===== config.mk =====
export PLATFORM = sky130hd
export DESIGN_NAME = traffic_phase_timer
export DESIGN_NICKNAME = d
export VERILOG_FILES = /design/src/rtl/traffic_pkg.sv /design/src/rtl/ped_request_latch.sv /design/src/rtl/traffic_phase_timer.sv
export SDC_FILE = /design/constraint.sdc
export NUM_CORES = 1
export LEC_CHECK = 0
export CAP_MARGIN = 10
export CELL_PAD_IN_SITES_DETAIL_PLACEMENT = 1
export CELL_PAD_IN_SITES_GLOBAL_PLACEMENT = 2
export CORE_UTILIZATION = 23
export CTS_CLUSTER_SIZE = 30
export DETAILED_ROUTE_END_ITERATION = 10
export GPL_TIMING_DRIVEN = 0
export PLACE_DENSITY_LB_ADDON = 0.2
export SYNTH_ARGS = -nofsm -noshare
export SYNTH_HDL_FRONTEND = slang
export SYNTH_SLANG_ARGS = --single-unit

===== constraint.sdc =====
create_clock -name clk -period 3.6 [get_ports clk]
set_input_delay 0.9 -clock clk [delete_from_list [all_inputs] [get_ports clk]]
set_output_delay 0.9 -clock clk [all_outputs]
set_load 0.01 [all_outputs]

===== src/rtl/traffic_pkg.sv =====
// Shared definitions for the traffic-light timing path: phase encoding,
// default per-phase tick counts and the light-to-phase decode.
package traffic_pkg;

    localparam int unsigned CNT_W_DEF      = 8;
    localparam int unsigned MAIN_TICKS_DEF = 20;
    localparam int unsigned SIDE_TICKS_DEF = 10;
    localparam int unsigned WARN_TICKS_DEF = 3;

    typedef enum logic [1:0] {
        PH_IDLE = 2'd0,
        PH_MAIN = 2'd1,
        PH_SIDE = 2'd2,
        PH_WARN = 2'd3
    } phase_t;

    // Warning outranks side, side outranks main, so overlapping greens time as SIDE.
    function automatic phase_t decode_phase(input logic main_green,
                                            input logic side_green,
                                            input logic warning);
        phase_t ph;
        ph = PH_IDLE;
        if (warning)         ph = PH_WARN;
        else if (side_green) ph = PH_SIDE;
        else if (main_green) ph = PH_MAIN;
        return ph;
    endfunction

endpackage


===== src/rtl/ped_request_latch.sv =====
// Request latch for an asynchronous push-button or sensor: two-stage
// synchroniser, rising-edge detect and a set/clear latch where clear wins.
module ped_request_latch (
    input  logic clk,
    input  logic rst,
    input  logic button,
    input  logic clear,
    input  logic block,
    output logic request
);

    logic sync1;
    logic sync2;
    logic sync3;
    logic rise_c;

    assign rise_c = sync2 & ~sync3;

    // A held button yields one rising edge, hence one request per press.
    always_ff @(posedge clk or negedge rst) begin
        if (!rst) begin
            sync1   <= 1'b0;
            sync2   <= 1'b0;
            sync3   <= 1'b0;
            request <= 1'b0;
        end else begin
            sync1 <= button;
            sync2 <= sync1;
            sync3 <= sync2;
            if (clear)
                request <= 1'b0;
            else if (rise_c && !block)
                request <= 1'b1;
        end
    end

endmodule


===== src/rtl/traffic_phase_timer.sv =====
// Phase timer for the traffic-light controller: times each light phase,
// raises timer_done on expiry and latches pedestrian requests.
module traffic_phase_timer
    import traffic_pkg::*;
#(
    parameter int unsigned CNT_W      = CNT_W_DEF,
    parameter int unsigned MAIN_TICKS = MAIN_TICKS_DEF,
    parameter int unsigned SIDE_TICKS = SIDE_TICKS_DEF,
    parameter int unsigned WARN_TICKS = WARN_TICKS_DEF
) (
    input  logic             clk,
    input  logic             rst,
    input  logic             tick,
    input  logic             main_green,
    input  logic             side_green,
    input  logic             warning,
    input  logic             ped_button,
    output logic             timer_done,
    output logic             pedestrian_request,
    output logic [1:0]       phase,
    output logic [CNT_W-1:0] remaining,
    output logic             conflict
);

    phase_t           phase_d_c;
    phase_t           phase_q;
    logic [CNT_W-1:0] cnt_q;
    logic [CNT_W-1:0] dur_c;
    logic             phase_chg_c;
    logic             side_entry_c;
    logic             in_side_c;

    always_comb begin
        phase_d_c    = decode_phase(main_green, side_green, warning);
        phase_chg_c  = (phase_d_c != phase_q);
        in_side_c    = (phase_q == PH_SIDE);
        side_entry_c = phase_chg_c && (phase_d_c == PH_SIDE);
        dur_c        = '0;
        case (phase_d_c)
            PH_MAIN: dur_c = CNT_W'(MAIN_TICKS);
            PH_SIDE: dur_c = CNT_W'(SIDE_TICKS);
            PH_WARN: dur_c = CNT_W'(WARN_TICKS);
            default: dur_c = '0;
        endcase
    end

    // A phase change reloads and drops timer_done in one edge, swallowing any tick.
    always_ff @(posedge clk or negedge rst) begin
        if (!rst) begin
            phase_q    <= PH_IDLE;
            cnt_q      <= '0;
            timer_done <= 1'b0;
            conflict   <= 1'b0;
        end else begin
            if (main_green && side_green)
                conflict <= 1'b1;
            if (phase_chg_c) begin
                phase_q    <= phase_d_c;
                cnt_q      <= dur_c;
                timer_done <= 1'b0;
            end else if (tick && (cnt_q != '0)) begin
                cnt_q      <= cnt_q - CNT_W'(1);
                timer_done <= (cnt_q == CNT_W'(1));
            end else begin
                timer_done <= (cnt_q == '0) && (phase_q != PH_IDLE);
            end
        end
    end

    // Request is served by the side phase: cleared on entry, deaf while in it.
    ped_request_latch u_ped (
        .clk     (clk),
        .rst     (rst),
        .button  (ped_button),
        .clear   (side_entry_c),
        .block   (in_side_c),
        .request (pedestrian_request)
    );

    assign phase     = phase_q;
    assign remaining = cnt_q;

endmodule


# [Word-level counts from Yosys, hierarchy flattened]
# Index checks and enable logic that the tools add are counted.
[totals] reg_bits=16 in_bits=7 out_inout_bits=13
[classes] addsub=1 eq_ne=6 mux=10 bitwise_logic=2 n_reduce_logical=11
[op_table] cell="two-way mux 8 bit" n=2
[op_table] cell="case mux 5 bit (3 select lines)" n=1
[op_table] cell="equality test 8 x 1 -> 1 bit (second input constant)" n=1
[op_table] cell="zero test 8 bit" n=1
[op_table] cell="nonzero test 8 bit" n=1
[op_table] cell="subtractor 8 x 1 -> 8 bit (second input constant)" n=1
[op_table] cell="equality test 2 bit (second input constant)" n=3
[op_table] cell="nonzero test 2 bit" n=3
[op_table] cell="logical AND 1 bit" n=5
[op_table] cell="two-way mux 1 bit" n=5
[op_table] cell="two-way mux 2 bit" n=2
[op_table] cell="equality test 2 x 1 -> 1 bit (second input constant)" n=1
[op_table] cell="!= test 2 bit" n=1
[op_table] cell="bitwise AND 1 bit" n=1
[op_table] cell="zero test 1 bit" n=1
[op_table] cell="inverter 1 bit" n=1

# [Depth between registers and ports, before layout]
[depth] word_depth=6 ltp_mapped=7 mapped_depth_nobuf=6

# [By module]
# A second synthesis with hierarchy kept.
[hier_totals] cells_unflattened=92 hier_area_um2=913.4
[by_module_without_submodules] mod="traffic_phase_timer" n_inst=1 cells_per_inst=85 area_per_inst_um2=795.8
[by_module_without_submodules] mod="ped_request_latch" n_inst=1 cells_per_inst=7 area_per_inst_um2=117.6

# [Least setup slack after synthesis]
# OpenSTA, ideal clock, no wires.
[synth_path] path_kind="input to register" startpoint="in warning" endpoint="reg cnt_q[4], in the netlist remaining[4]" setup_time_ns=0.124 arrival_time_ns=1.919 t_required_ns=3.476 slack_ns=1.557 stages=5 path_buffers=1 path_cell_list="or2_2 o311a_2 buf_6 nor3_1 a21oi_1"
[synth_between] elab_chain_len=4 elab_cells_between_ends=8
[synth_lines] element="from (decl)" line="traffic_phase_timer.sv:16" text="input logic warning,"
[synth_lines] element="two-way mux 2 bit (*)" line="traffic_pkg.sv:23" text="if (warning) ph = PH_WARN;"
[synth_lines] element="equality test 2 bit or equality test 2 x 1 -> 1 bit (tied branches)" line="traffic_phase_timer.sv:39" text="case (phase_d_c)"
[synth_lines] element="case mux 5 bit (3 select lines)" line="traffic_phase_timer.sv:39"
[synth_lines] element="two-way mux 8 bit" line="traffic_phase_timer.sv:57" text="if (phase_chg_c) begin"
[synth_lines] element="to (signal assigned)" line="traffic_phase_timer.sv:59" text="cnt_q <= dur_c;"
[synth_lines] element="to (signal assigned)" line="traffic_phase_timer.sv:62" text="cnt_q <= cnt_q - CNT_W'(1);"
[synth_lines] element="to (decl)" line="traffic_phase_timer.sv:27" text="logic [CNT_W-1:0] cnt_q;"
# Every way passes the cells marked *; elsewhere a longest branch is shown, timed or not.
# A chain may end at the register's enable or synchronous reset.

# [Worst setup path in the final report]
[layout_path] startpoint="in tick" endpoint="reg cnt_q[7], in the netlist remaining[7]"
[layout_between] elab_chain_len=2
[layout_lines] element="from (decl)" line="traffic_phase_timer.sv:13" text="input logic tick,"
[layout_lines] element="logical AND 1 bit" line="traffic_phase_timer.sv:61" text="end else if (tick && (cnt_q != '0)) begin"
[layout_lines] element="nonzero test 2 bit (no line)"
# No other way between the ends.

==> results.yml <==
pwr:
  power_frac_comb: 0.261
  p_total_mw: 0.512
  cellInternalPower_mw: 0.360
  pwr-share-seq: 0.418
  power_leakage_nw: 0.481
  powerDensity_nw_per_um2: 437
  ir_drop_v: 0.000166
  p_sw_mw: 0.151
  swShare: 0.296
  clkPwrFrac: 0.321
finish:
  drive_gt1_frac: 0.133
  nNetsFinal: 116
  area_delta_synth_final_pct: 34.8
  fin_util: 0.338
  num-fill-cells: 411
  antennaDiodeCount: 0
drt:
  post-route-drc-count: 0
  vias_per_cell: 4.60
  routed_wl_um: 2120
  drt_iter0_markers: 17
  wl_per_cell_um: 14.0
  firstDrtPassIters: 3
  drtAntennaViolNets: 0
  vias: 695
job:
  maxCapViolCount: 0
timing:
  rsz0062_at_grt: "no"
  worst_pin_slew_ps: 797
  period_share: 0.697
  fmax_mhz: 399
  setup_tns_ps: 0
  final-setup-viol-count: 0
  slew_headroom: 0.467
  hold_viol: 0
  finalMaxSlewViolations: 0
  worst_clock_skew_ps: 1.57
  fin_crit_ps: 2510
clock_network:
  numCtsBuffers: 3
  clock_sinks: 16
  htreeDepth: 1
  clock_latency_ps: 250
  postCtsHoldBufs: 0
  clk_pin_slew_worst_paths_ps: 70
  cts_root_buf: "clkbuf_8"
  cts_setup_buffers: 0
  post_cts_resized: 0
  clockBufferDepth: 2
  cts_tree: "yes"
yosys:
  ys_seq_elements: 16
  synth_edf_count: 0
  yosys-mux-area-fraction: 0.0129
  synth_adder_area_share: 0.0432
  synth_area_um2: 870
  synth_seq_area_share: 0.460
  yosysMostFrequentCell: "dfrtp_1"
  synth_area_per_cell_um2: 10.6
  ys_top_cells_by_area: "dfrtp_1 (46%), ha_1 (4.3%), nor2_1 (3.5%)"
  ys_warn_count: 0
  synth_top_area_frac: 0.460
  synth_ff_type: "dfrtp_1"
  yosys.area_share.simple: 0.181
  yosys-top-cells-count: "dfrtp_1 (16), nor2_1 (8), inv_1 (7)"
  synth_xor_area_frac: 0.0504
  ys_types: 35
  synth_compound_area_frac: 0.203
  async_flop_share: 1.00
  syn_nets: 92
  synth_top_cell_by_area: "dfrtp_1"
  syn_inst: 82
  synth_top_family_by_area: "compound AO/OA/AOI/OAI gates"
die:
  fp.dieH_um: 63.5
  dieArea_um2: 4030
  core_um2: 3470
  pin_count: 20
  start_util: 0.251
  rows: 21
  die_w_um: 63.5
worst_setup_path:
  slowest_delay_ps: 670
  end_kind: "flip-flop"
  crit_arrival_ps: 2650
  rr_endpoint: "remaining[1]"
  reg2reg_setup_slack_ps: 1490
  reg2reg_depth: 7
  cp_top_family: "simple AND/OR/NAND/NOR gates"
  slowest_stage: "clkdlybuf4s50_1"
  worstPathMaxFanout: 7
  cp.required_ps: 3740
  path_buf_inv: 1
  rr_startpoint: "remaining[0]"
  path_cells: "clkdlybuf4s50_1, nor4b_1, nand4_1, xor2_1, nor2_1"
  worst-setup-path-type: "in2reg"
  startpoint_type: "primary input"
hold_path:
  hp-start: "u_ped.sync1"
  hold_depth: 0
  min_to: "u_ped.sync2"
  hold_class: "reg2reg"
status:
  outcome: "complete, no violations"
global_route:
  overflow: 0
  grt_usage: 0.119
  grt_first_pass_wirelength_um: 3640
  grt_max_degree: 17
  antenna_found_initial: 0
  grt_pass1_vias: 709
placed_design:
  gp_congestion: 0.718
  hpwl_um: 1520
  port_buffers: 19
## power by group through the flow
stage | clock network, mW | logic [mW] | registers, mW
floorplan | 0 | 0.0769 | 0.218
global placement | 0 | 0.135 | 0.216
detailed placement | 0 | 0.135 | 0.217
CTS | 0.171 | 0.137 | 0.214
global route | 0.180 | 0.148 | 0.217
finish | 0.164 | 0.134 | 0.214
## layout make-up
class / instances / area [um2] / share of cell area
Timing Repair Buffer: 19 / 190 / 0.162
Clock buffer: 4 / 55.1 / 0.0470
Inverter: 7 / 26.3 / 0.0224
Sequential cell: 16 / 400 / 0.342
Tap cell: 46 / 57.6 / 0.0491
Buffer: 2 / 16.3 / 0.0139
Multi-Input combinational cell: 57 / 427 / 0.364
## registers in the layout, summed over array words and instances, names as in the netlist
| signal | flops |
|---|---|
| remaining | 8 |
| phase | 2 |
| conflict | 1 |
| timer_done | 1 |
| u_ped.request | 1 |
| u_ped.sync1 | 1 |
| u_ped.sync2 | 1 |
| u_ped.sync3 | 1 |
## per-stage QoR
stage	setup WS, ps	std cells	area (um2)	hold slack, ps
after CTS	1100	151	1170	360
after global placement	875	147	1120	336
after detailed placement	863	147	1120	338
after floorplan	1560	82	870	331
after global routing	990	151	1170	362
final	1090	151	1170	357
## cells by family (layout without fill, tap and decap cells)
family / Yosys count / count (layout)
AOI/OAI and AO/OA: 21 / 21
xor gates and xnor gates: 5 / 5
adders and majority gates: 3 / 3
buffers and inverters: 9 / 32
DFF: 16 / 16
muxes: 1 / 1
and+or+nand+nor: 27 / 27
## worst max path at each step
stage	startpoint	end	slack (ps)	cells after the start
6_report	tick	remaining[7]	1090	5
2_1_floorplan	warning	remaining[4]	1560	5
5_1_grt	tick	remaining[7]	990	5
4_1_cts	tick	remaining[7]	1100	5
3_3_place_gp	tick	remaining[7]	870	5
3_5_place_dp	tick	remaining[7]	860	5
## layout by cell type (no fill, tap or decap), types with 3 or more instances in the layout
cell | Yosys | routed
nand2_1 | 4 | 4
nor2_1 | 8 | 8
clkbuf_8 | 0 | 4
o21ai_0 | 4 | 4
clkdlybuf4s50_1 | 0 | 19
ha_1 | 3 | 3
inv_1 | 7 | 7
a21oi_1 | 4 | 4
dfrtp_1 | 16 | 16
o31a_1 | 3 | 3
xor2_1 | 3 | 3
## routing by layer
metal	up-vias	routed length (um)	global-route usage
met5	-	0	0
met4	0	19	0.0597
met3	2	44	0.0181
met2	9	958	0.169
met1	346	1090	0.171
li1	338	-	-
## worst reg2reg max path, cell delays in order (launching register included)
cell and delay, ps:
dfrtp_1 420, inv_1 130, ha_1 240, or4b_1 430, buf_2 190, o21ai_4 150
mux2_2 340, o21ai_0 130
No activity file was read; power rests on OpenSTA's default activity.
==> RTL edit, RTL diff (config.mk and constraints unchanged) <==
Register the inputs `tick`, `main_green`, `side_green`, `warning` and `ped_button` before use. The logic sees them one clock later.
--- a/src/rtl/traffic_phase_timer.sv
+++ b/src/rtl/traffic_phase_timer.sv
@@ -22,6 +22,20 @@
     output logic             conflict
 );
 
+    logic tick_q;
+    logic main_green_q;
+    logic side_green_q;
+    logic warning_q;
+    logic ped_button_q;
+
+    always_ff @(posedge clk) begin
+        tick_q       <= tick;
+        main_green_q <= main_green;
+        side_green_q <= side_green;
+        warning_q    <= warning;
+        ped_button_q <= ped_button;
+    end
+
     phase_t           phase_d_c;
     phase_t           phase_q;
     logic [CNT_W-1:0] cnt_q;
@@ -31,7 +45,7 @@
     logic             in_side_c;
 
     always_comb begin
-        phase_d_c    = decode_phase(main_green, side_green, warning);
+        phase_d_c    = decode_phase(main_green_q, side_green_q, warning_q);
         phase_chg_c  = (phase_d_c != phase_q);
         in_side_c    = (phase_q == PH_SIDE);
         side_entry_c = phase_chg_c && (phase_d_c == PH_SIDE);
@@ -52,13 +66,13 @@
             timer_done <= 1'b0;
             conflict   <= 1'b0;
         end else begin
-            if (main_green && side_green)
+            if (main_green_q && side_green_q)
                 conflict <= 1'b1;
             if (phase_chg_c) begin
                 phase_q    <= phase_d_c;
                 cnt_q      <= dur_c;
                 timer_done <= 1'b0;
-            end else if (tick && (cnt_q != '0)) begin
+            end else if (tick_q && (cnt_q != '0)) begin
                 cnt_q      <= cnt_q - CNT_W'(1);
                 timer_done <= (cnt_q == CNT_W'(1));
             end else begin
@@ -71,7 +85,7 @@
     ped_request_latch u_ped (
         .clk     (clk),
         .rst     (rst),
-        .button  (ped_button),
+        .button  (ped_button_q),
         .clear   (side_entry_c),
         .block   (in_side_c),
         .request (pedestrian_request)
Function: changed (Yosys sat finds a counterexample within 4 cycles, from zero or initial values and one cycle with rst low).
==> RTL edit against the original RTL <==
  * Setup slack improved by 0.22 ns
  * Area after synthesis increased by 11%
  * Worst hold slack got worse by 0.023 ns
  * Utilization decreased by 2.3 points
  * Synthesized cell count increased by 6.1%
  * Global-route usage increased by 0.27 points
  * Critical path depth decreased by 4
  * Final area increased by 7.6%
  * Count of clock-buffer cells in the layout unchanged
  * Sequential cell count increased by 5
  * Total power increased by 6.6%
  * Sequential power increased by 28%
  * Wire length increased by 4.4%
  * Critical path type is now reg -> out
  * Largest cell class is now registers
==> RTL edit: results (changes against the original RTL) <==
Sequential Area 500 sq um (+25%); wire length on met3 79 um (+80%); critical path startpoint remaining[2]$_DFFE_PN0P_; first-pass GRT wire length 3890 um (+7.0%); Met2 Wirelength 995 um (+3.9%); worst slack at placement 1.57 ns (+0.707 ns); Worst Hold Margin 0.334 ns (-0.0231 ns); multi-input gates 59 (+3.5%); peak supply drop 0.000173 V (+4.2%); clk tree area frac 0.0357 (-0.0112); Leak 0.000513 uW (+6.5%); inverters 6 (-1); GR Layer Usage met2 0.178 (+0.00915); Largest stage delay, worst path 0.61 ns (-0.06 ns); Final non-clock buffer share 0.155 (-0.0213); layout cells sized above 1 0.0909 (-0.0424); vias per cell 4.79 (+4.2%); wire length per cell 13.8 um (-1.5%); Sequential Power 273 uW (+28%); register area share after synthesis 0.519 (+0.0590); Worst Max-Slew Pin Slew 0.753 ns (-0.0434 ns); design area 1260 sq um (+7.6%); Detail Placement HPWL 1680 um (+10%); # fillers 453 (+10%); placer congestion estimate 0.705 (-1.8%); R2R Path End remaining[7]$_DFFE_PN0P_; placed inst area 1220 sq um (+8.8%); M1 GR Usage 0.161 (-0.00929); Pre-Repair DR Iteration Count 4 (+1); Peak Freq 437 MHz (+9.7%); switching pwr 154 uW (+1.9%); crit path DAT 1.39 ns (-1.26 ns); Avg Cell Area, Syn 11.1 sq um (+4.4%); Crit Path Max Fanout 9 (+2); post-synthesis cell type count 36 (+2.9%); hold wc startpoint ped_button_q$_DFF_P_; DRC marker count from the first detailed-route iteration 33 (+16); worst hold path endpoint u_ped.sync1$_DFF_PN0_; Worst path top cell family by delay buffers and inverters; Reg2Reg Depth 6 (-1); Multi-input gate area 435 sq um (+2.1%); CP endpoint remaining[2]; status completed; top post-synthesis cells by count 16 x dfrtp_1, 6 x inv_1, 5 x dfxtp_1, 5 x nand2_1
-- RTL edit: cell types whose count changed in the layout (fill, tap and decap cells not counted), sizes merged, moves of 2 or more --
cell    before  now
nand2b       1    3
nand3b       0    2
xor2         3    1
a211o        2    0
o31ai        1    4
nor2         8    4
a31oi        1    3
nor4b        2    0
dfxtp        0    5
mux2i        0    2
o31a         3    1
-- RTL edit: cells by family (layout without fill, tap and decap cells) --
group                    Yosys count  in the layout  synth area share
AND/OR/NAND/NOR                   28             28             0.187
buffers and inverters              7             30            0.0286
flip-flops                        21             21             0.519
adder cells (fa/ha/maj)            3              3            0.0390
XOR/XNOR                           3              3            0.0273
AO/OA/AOI/OAI                     22             22             0.166
multiplexers                       3              3            0.0325
-- RTL edit: through the flow --
step / power [uW] / utilization
5_1_grt: 580 / 0.315
6_report: 546 / 0.315
2_1_floorplan: 346 / -
3_3_place_gp: 400 / 0.304
4_1_cts: 556 / 0.315
3_5_place_dp: 401 / 0.304
